File: src/rtl/jk_bank_ctrl.sv
// jk_bank_ctrl: command sequencer for a bank of WIDTH JK flip-flops.
// Accepts one host command at a time. The command either drives J/K for a
// single cycle (SET/CLR/TOG/LOAD) or runs a binary up/down count built from
// toggle enables derived from the observed Q outputs. LOAD results are read
// back from the bank, and a mismatch raises a sticky error flag.
//
// Handshake: a command transfers on a rising edge where cmd_valid_i and
// cmd_ready_o are both high. cmd_ready_o is high only in IDLE. While the
// controller is busy, cmd_valid_i is ignored and the host must hold or
// re-present the command.
module jk_bank_ctrl #(
  parameter int WIDTH = 4,
  parameter int CNT_W = 8
) (
  input  logic             clk_i,
  input  logic             rst_i,
  input  logic             cmd_valid_i,
  output logic             cmd_ready_o,
  input  logic [2:0]       cmd_op_i,
  input  logic [WIDTH-1:0] cmd_data_i,
  input  logic [CNT_W-1:0] cmd_len_i,
  input  logic [WIDTH-1:0] q_i,
  output logic [WIDTH-1:0] j_o,
  output logic [WIDTH-1:0] k_o,
  output logic             busy_o,
  output logic             done_o,
  output logic             err_o
);

  // FSM state encoding
  localparam logic [1:0] ST_IDLE  = 2'd0;
  localparam logic [1:0] ST_DRIVE = 2'd1;
  localparam logic [1:0] ST_RUN   = 2'd2;
  localparam logic [1:0] ST_CHECK = 2'd3;

  // Operation codes
  localparam logic [2:0] OP_NOP  = 3'b000;
  localparam logic [2:0] OP_SET  = 3'b001;
  localparam logic [2:0] OP_CLR  = 3'b010;
  localparam logic [2:0] OP_TOG  = 3'b011;
  localparam logic [2:0] OP_LOAD = 3'b100;
  localparam logic [2:0] OP_UP   = 3'b101;
  localparam logic [2:0] OP_DOWN = 3'b110;
  localparam logic [2:0] OP_RSV  = 3'b111;

  logic [1:0]       state;
  logic [1:0]       state_nxt;
  logic [2:0]       op_q;
  logic [WIDTH-1:0] data_q;
  logic [CNT_W-1:0] remain_q;
  logic             err_q;

  logic             accept;
  logic             load_mismatch;
  logic [WIDTH-1:0] t_up;
  logic [WIDTH-1:0] t_down;

  assign accept        = cmd_valid_i && (state == ST_IDLE);
  assign load_mismatch = (state == ST_CHECK) && (op_q == OP_LOAD) && (q_i != data_q);

  // Next-state selection: the command decode happens on the accept edge
  always_comb begin
    state_nxt = state;
    case (state)
      ST_IDLE: begin
        if (accept) begin
          case (cmd_op_i)
            OP_SET, OP_CLR, OP_TOG, OP_LOAD: state_nxt = ST_DRIVE;
            OP_UP, OP_DOWN: begin
              if (cmd_len_i == '0) state_nxt = ST_CHECK;
              else                 state_nxt = ST_RUN;
            end
            default: state_nxt = ST_CHECK;  // NOP and reserved
          endcase
        end
      end
      ST_DRIVE: state_nxt = ST_CHECK;
      ST_RUN: begin
        if (remain_q == CNT_W'(1)) state_nxt = ST_CHECK;
      end
      ST_CHECK: state_nxt = ST_IDLE;
      default:  state_nxt = ST_IDLE;
    endcase
  end

  // State register; reset aborts any operation without a completion pulse
  always_ff @(posedge clk_i or posedge rst_i) begin
    if (rst_i) state <= ST_IDLE;
    else       state <= state_nxt;
  end

  // Latched command and remaining-step counter
  always_ff @(posedge clk_i or posedge rst_i) begin
    if (rst_i) begin
      op_q     <= '0;
      data_q   <= '0;
      remain_q <= '0;
    end else if (accept) begin
      op_q     <= cmd_op_i;
      data_q   <= cmd_data_i;
      remain_q <= cmd_len_i;
    end else if (state == ST_RUN) begin
      remain_q <= remain_q - CNT_W'(1);
    end
  end

  // Sticky error: cleared on every accept, set by a reserved op or LOAD mismatch
  always_ff @(posedge clk_i or posedge rst_i) begin
    if (rst_i)              err_q <= 1'b0;
    else if (accept)        err_q <= (cmd_op_i == OP_RSV);
    else if (load_mismatch) err_q <= 1'b1;
  end

  // Ripple toggle enables for binary counting from the current Q value
  always_comb begin
    t_up      = '0;
    t_down    = '0;
    t_up[0]   = 1'b1;
    t_down[0] = 1'b1;
    for (int i = 1; i < WIDTH; i++) begin
      t_up[i]   = t_up[i-1]   &  q_i[i-1];
      t_down[i] = t_down[i-1] & ~q_i[i-1];
    end
  end

  // J/K drive: only DRIVE and RUN touch the bank; every other state holds it
  always_comb begin
    j_o = '0;
    k_o = '0;
    if (state == ST_DRIVE) begin
      case (op_q)
        OP_SET:  begin j_o = data_q; k_o = '0;      end
        OP_CLR:  begin j_o = '0;     k_o = data_q;  end
        OP_TOG:  begin j_o = data_q; k_o = data_q;  end
        OP_LOAD: begin j_o = data_q; k_o = ~data_q; end
        default: begin j_o = '0;     k_o = '0;      end
      endcase
    end else if (state == ST_RUN) begin
      case (op_q)
        OP_UP:   begin j_o = t_up;   k_o = t_up;    end
        OP_DOWN: begin j_o = t_down; k_o = t_down;  end
        default: begin j_o = '0;     k_o = '0;      end
      endcase
    end
  end

  assign cmd_ready_o = (state == ST_IDLE);
  assign busy_o      = (state != ST_IDLE);
  assign done_o      = (state == ST_CHECK);
  // A LOAD mismatch is visible during CHECK itself, then held by err_q
  assign err_o       = err_q | load_mismatch;

endmodule

File: config.mk
export PLATFORM = sky130hd
export DESIGN_NAME = jk_bank_ctrl
export DESIGN_NICKNAME = d
export VERILOG_FILES = /design/src/rtl/jk_bank_ctrl.sv
export SDC_FILE = /design/constraint.sdc
export NUM_CORES = 1
export LEC_CHECK = 0
export ABC_AREA = 0
export BUFFER_PORTS_ARGS = -buffer_cell sky130_fd_sc_hd__buf_4
export CORE_MARGIN = 1.5
export CORE_UTILIZATION = 25
export CTS_CLUSTER_DIAMETER = 150
export DETAILED_ROUTE_END_ITERATION = 8
export HOLD_SLACK_MARGIN = 0.08
export MAX_ROUTING_LAYER = met4
export PLACE_DENSITY = 0.53
export SYNTH_ARGS = -nofsm -noshare
export SYNTH_HDL_FRONTEND = slang
export SYNTH_SLANG_ARGS = --single-unit
File: constraint.sdc
create_clock -name clk_i -period 3.25 [get_ports clk_i]
set_clock_uncertainty 0.1 [all_clocks]
set_input_delay 0.325 -clock clk_i [delete_from_list [all_inputs] [get_ports clk_i]]
set_output_delay 0.325 -clock clk_i [all_outputs]
set_load 0.05 [all_outputs]
==> out/results.tsv <==
metric	value	unit
Setup Fix Bufs, Post-CTS	0	
slew at the pin with the worst max-slew slack	838	ps
drt drc	0	
Post-DRT Antenna Nets	0	
average size of a mapped cell	9.26	um^2
Fmax	0.409	GHz
Hold Vio Cnt, Final	0	
Slew headroom	44.0	%
CTS HTree Levels	1	
nets@finish	197	
initial antenna violation count	0	
design internal power	0.817	mW
Synth Warn #	0	
Comb power frac	56.4	%
DR WL/cell	12.2	um
syn_nets	163	
Vias	1034	
Psw	0.715	mW
Iter 0 DRT Violations	44	
# IOs	34	
final period utilization	75.3	%
WL final	2850	um
Max VDD drop	368	uV
Skew-Pair Late Insertion Delay	250	ps
Overflow after GRT	0	
cells after synthesis	134	
gpl congestion	0.852	
cell area after layout	1610	um^2
share of cells above drive strength 1	28.7	%
Ant. Diodes	0	
Seq/Total Area, Yosys	36.3	%
drt pass-1 iters	4	
Clock Tree Root	clkbuf_8	
Final setup viols	0	
vias in the first global route	1008	
Clk pwr share	12.0	%
Seq pwr share	31.6	%
Die ar.	5400	um^2
hold_buf cts	0	
Sink Count	18	
leading area contributor after synthesis	dfrtp_1	
maximum root-to-sink buffer count	2	
CTS resizes	0	
Critical Path Fanout Max	7	
Clk pin slew, worst setup/hold paths	70	ps
IO buf count	33	
cell area after synthesis	1240	um^2
Die Ht	73.5	um
Die Width	73.5	um
drt via density	4.42	
final std cells w/o fill	234	
fin worst setup slack	804	ps
pre-CTS setup slack	1110	ps
Starting Density	26.1	%
detailed placement HPWL	2170	um
outcome	complete, no violations	
placed standard-cell area	1560	um^2
Power Total	1.53	mW
Final min period	2450	ps
P per Cell Area	950	nW/um^2
critical path class	flip-flop to primary output	
most frequent cells in the layout	buf_4, nor2_1, dfrtp_1	
CTS buffer count	3	
Synth top area share	36.3	%
Cells after DPL	230	
Hold/Removal Path Class	input port to asynchronous set/reset pin	
core footprint	4750	um^2
Setup crit end kind	primary output	
CP required	2820	ps
Final Slew Violations	0	
Leak	0.741	nW
sw frac	46.7	%
setup_tns	0	ps
MaxCap Viol Count	0	
CP Data Arrival Time	2020	ps
area grow syn2layout	29.9	%
first-pass GRT wire length	4770	um
RSZ-0062 raised after global routing	no	
FP Rows	25	
#FFs+latches synth	18	
CP startpoint kind	flip-flop	
CTS tree	done	
post-synth cell types	33	
Area contributors post-synth	dfrtp_1, mux2_2, ha_1	
largest net degree at the start of global routing	25	
gr usage total	11.8	%
most common cell after layout, fill and taps aside	buf_4	
==> path summary, 6_finish.rpt <==
| path | slack, ps | endpoint | cells past startpoint | start |
|---|---|---|---|---|
| min in group clk_i | 210 | data_q[2]$_DFFE_PP0P_ | 2 | cmd_data_i[2] |
| worst max-delay path | 800 | k_o[0] | 7 | state[0]$_DFFE_PP0P_ |
| worst min register to register | 460 | state[1]$_DFFE_PP0P_ | 1 | state[1]$_DFFE_PP0P_ |
| worst max register to register | 1130 | remain_q[7]$_DFFE_PP0P_ | 6 | state[0]$_DFFE_PP0P_ |
| worst min-delay path | 90 | data_q[3]$_DFFE_PP0P_ | 2 | rst_i |
| max in group asynchronous | 2510 | state[1]$_DFFE_PP0P_ | 2 | rst_i |
==> metrics by stage <==
stage	hold slack, ps	utilization [%]
detailed placement	400	32.8
CTS	124	33.9
floorplan	164	-
global placement	398	32.8
finish	89.4	33.9
global route	152	33.9
==> per-layer routing <==
layer,vias to the layer above,share of wire (%),global-route usage [%]
li1,532,-,-
met1,468,49,15.9
met2,30,44,17.6
met3,4,5.7,2.47
met4,0,1.3,3.70
met5,-,0,-
==> synth_stat cells <==
cell	instances
a21boi_0	1
a21o_1	7
a21oi_1	10
a22oi_1	1
a32o_1	1
a41o_1	1
a41oi_1	1
and4b_1	1
clkbuf_1	4
dfrtp_1	18
ha_1	7
inv_1	7
mux2_1	2
mux2_2	8
mux2i_1	1
nand2_1	9
nand2b_1	1
nand3_1	2
nand3b_1	2
nand4_1	1
nor2_1	19
nor2b_1	2
nor3_1	1
nor4_1	2
nor4b_1	2
o21ai_0	4
o21ai_1	1
o2bb2ai_1	1
o41ai_2	1
or3b_2	1
or4_4	1
xnor2_1	10
xor2_1	4
==> worst max-delay path, cell delays in order (launching register included) <==
cell and delay (ps):
dfrtp_1 420, inv_1 120, ha_1 320, nor2b_1 260
a22oi_1 110, o21ai_0 190, a32o_1 160, buf_4 200
==> flip-flops by register name, indices dropped and copies added, names as in the netlist <==
| name | flops |
|---|---|
| remain_q | 8 |
| data_q | 4 |
| op_q | 3 |
| state | 2 |
| err_q | 1 |
==> kinds of logic after synthesis <==
| family | after synthesis | synth area share [%] |
|---|---|---|
| AO/OA/AOI/OAI | 29 | 15.8 |
| XOR/XNOR | 14 | 9.88 |
| flip-flops | 18 | 36.3 |
| multiplexers | 11 | 9.88 |
| adder cells (fa/ha/maj) | 7 | 7.06 |
| AND/OR/NAND/NOR | 44 | 17.7 |
| buffers and inverters | 11 | 3.33 |
==> power groups by stage <==
stage               Clock (mW)  Combinational, mW  Sequential [mW]
floorplan                    0              0.709            0.430
global placement             0              0.868            0.488
detailed placement           0              0.870            0.488
CTS                      0.191              0.874            0.484
global route             0.207              0.949            0.504
finish                   0.184              0.864            0.484
==> area by class of cell <==
class                   count  area [um^2]
repair buffers             33          248
flip-flops and latches     18          450
fillers                   514         3140
well taps                  67         83.8
multi-input cells         105          749
inverters                   7         26.3
clock buffers               4         55.1
Note: power is estimated with default switching activity, not from simulation.
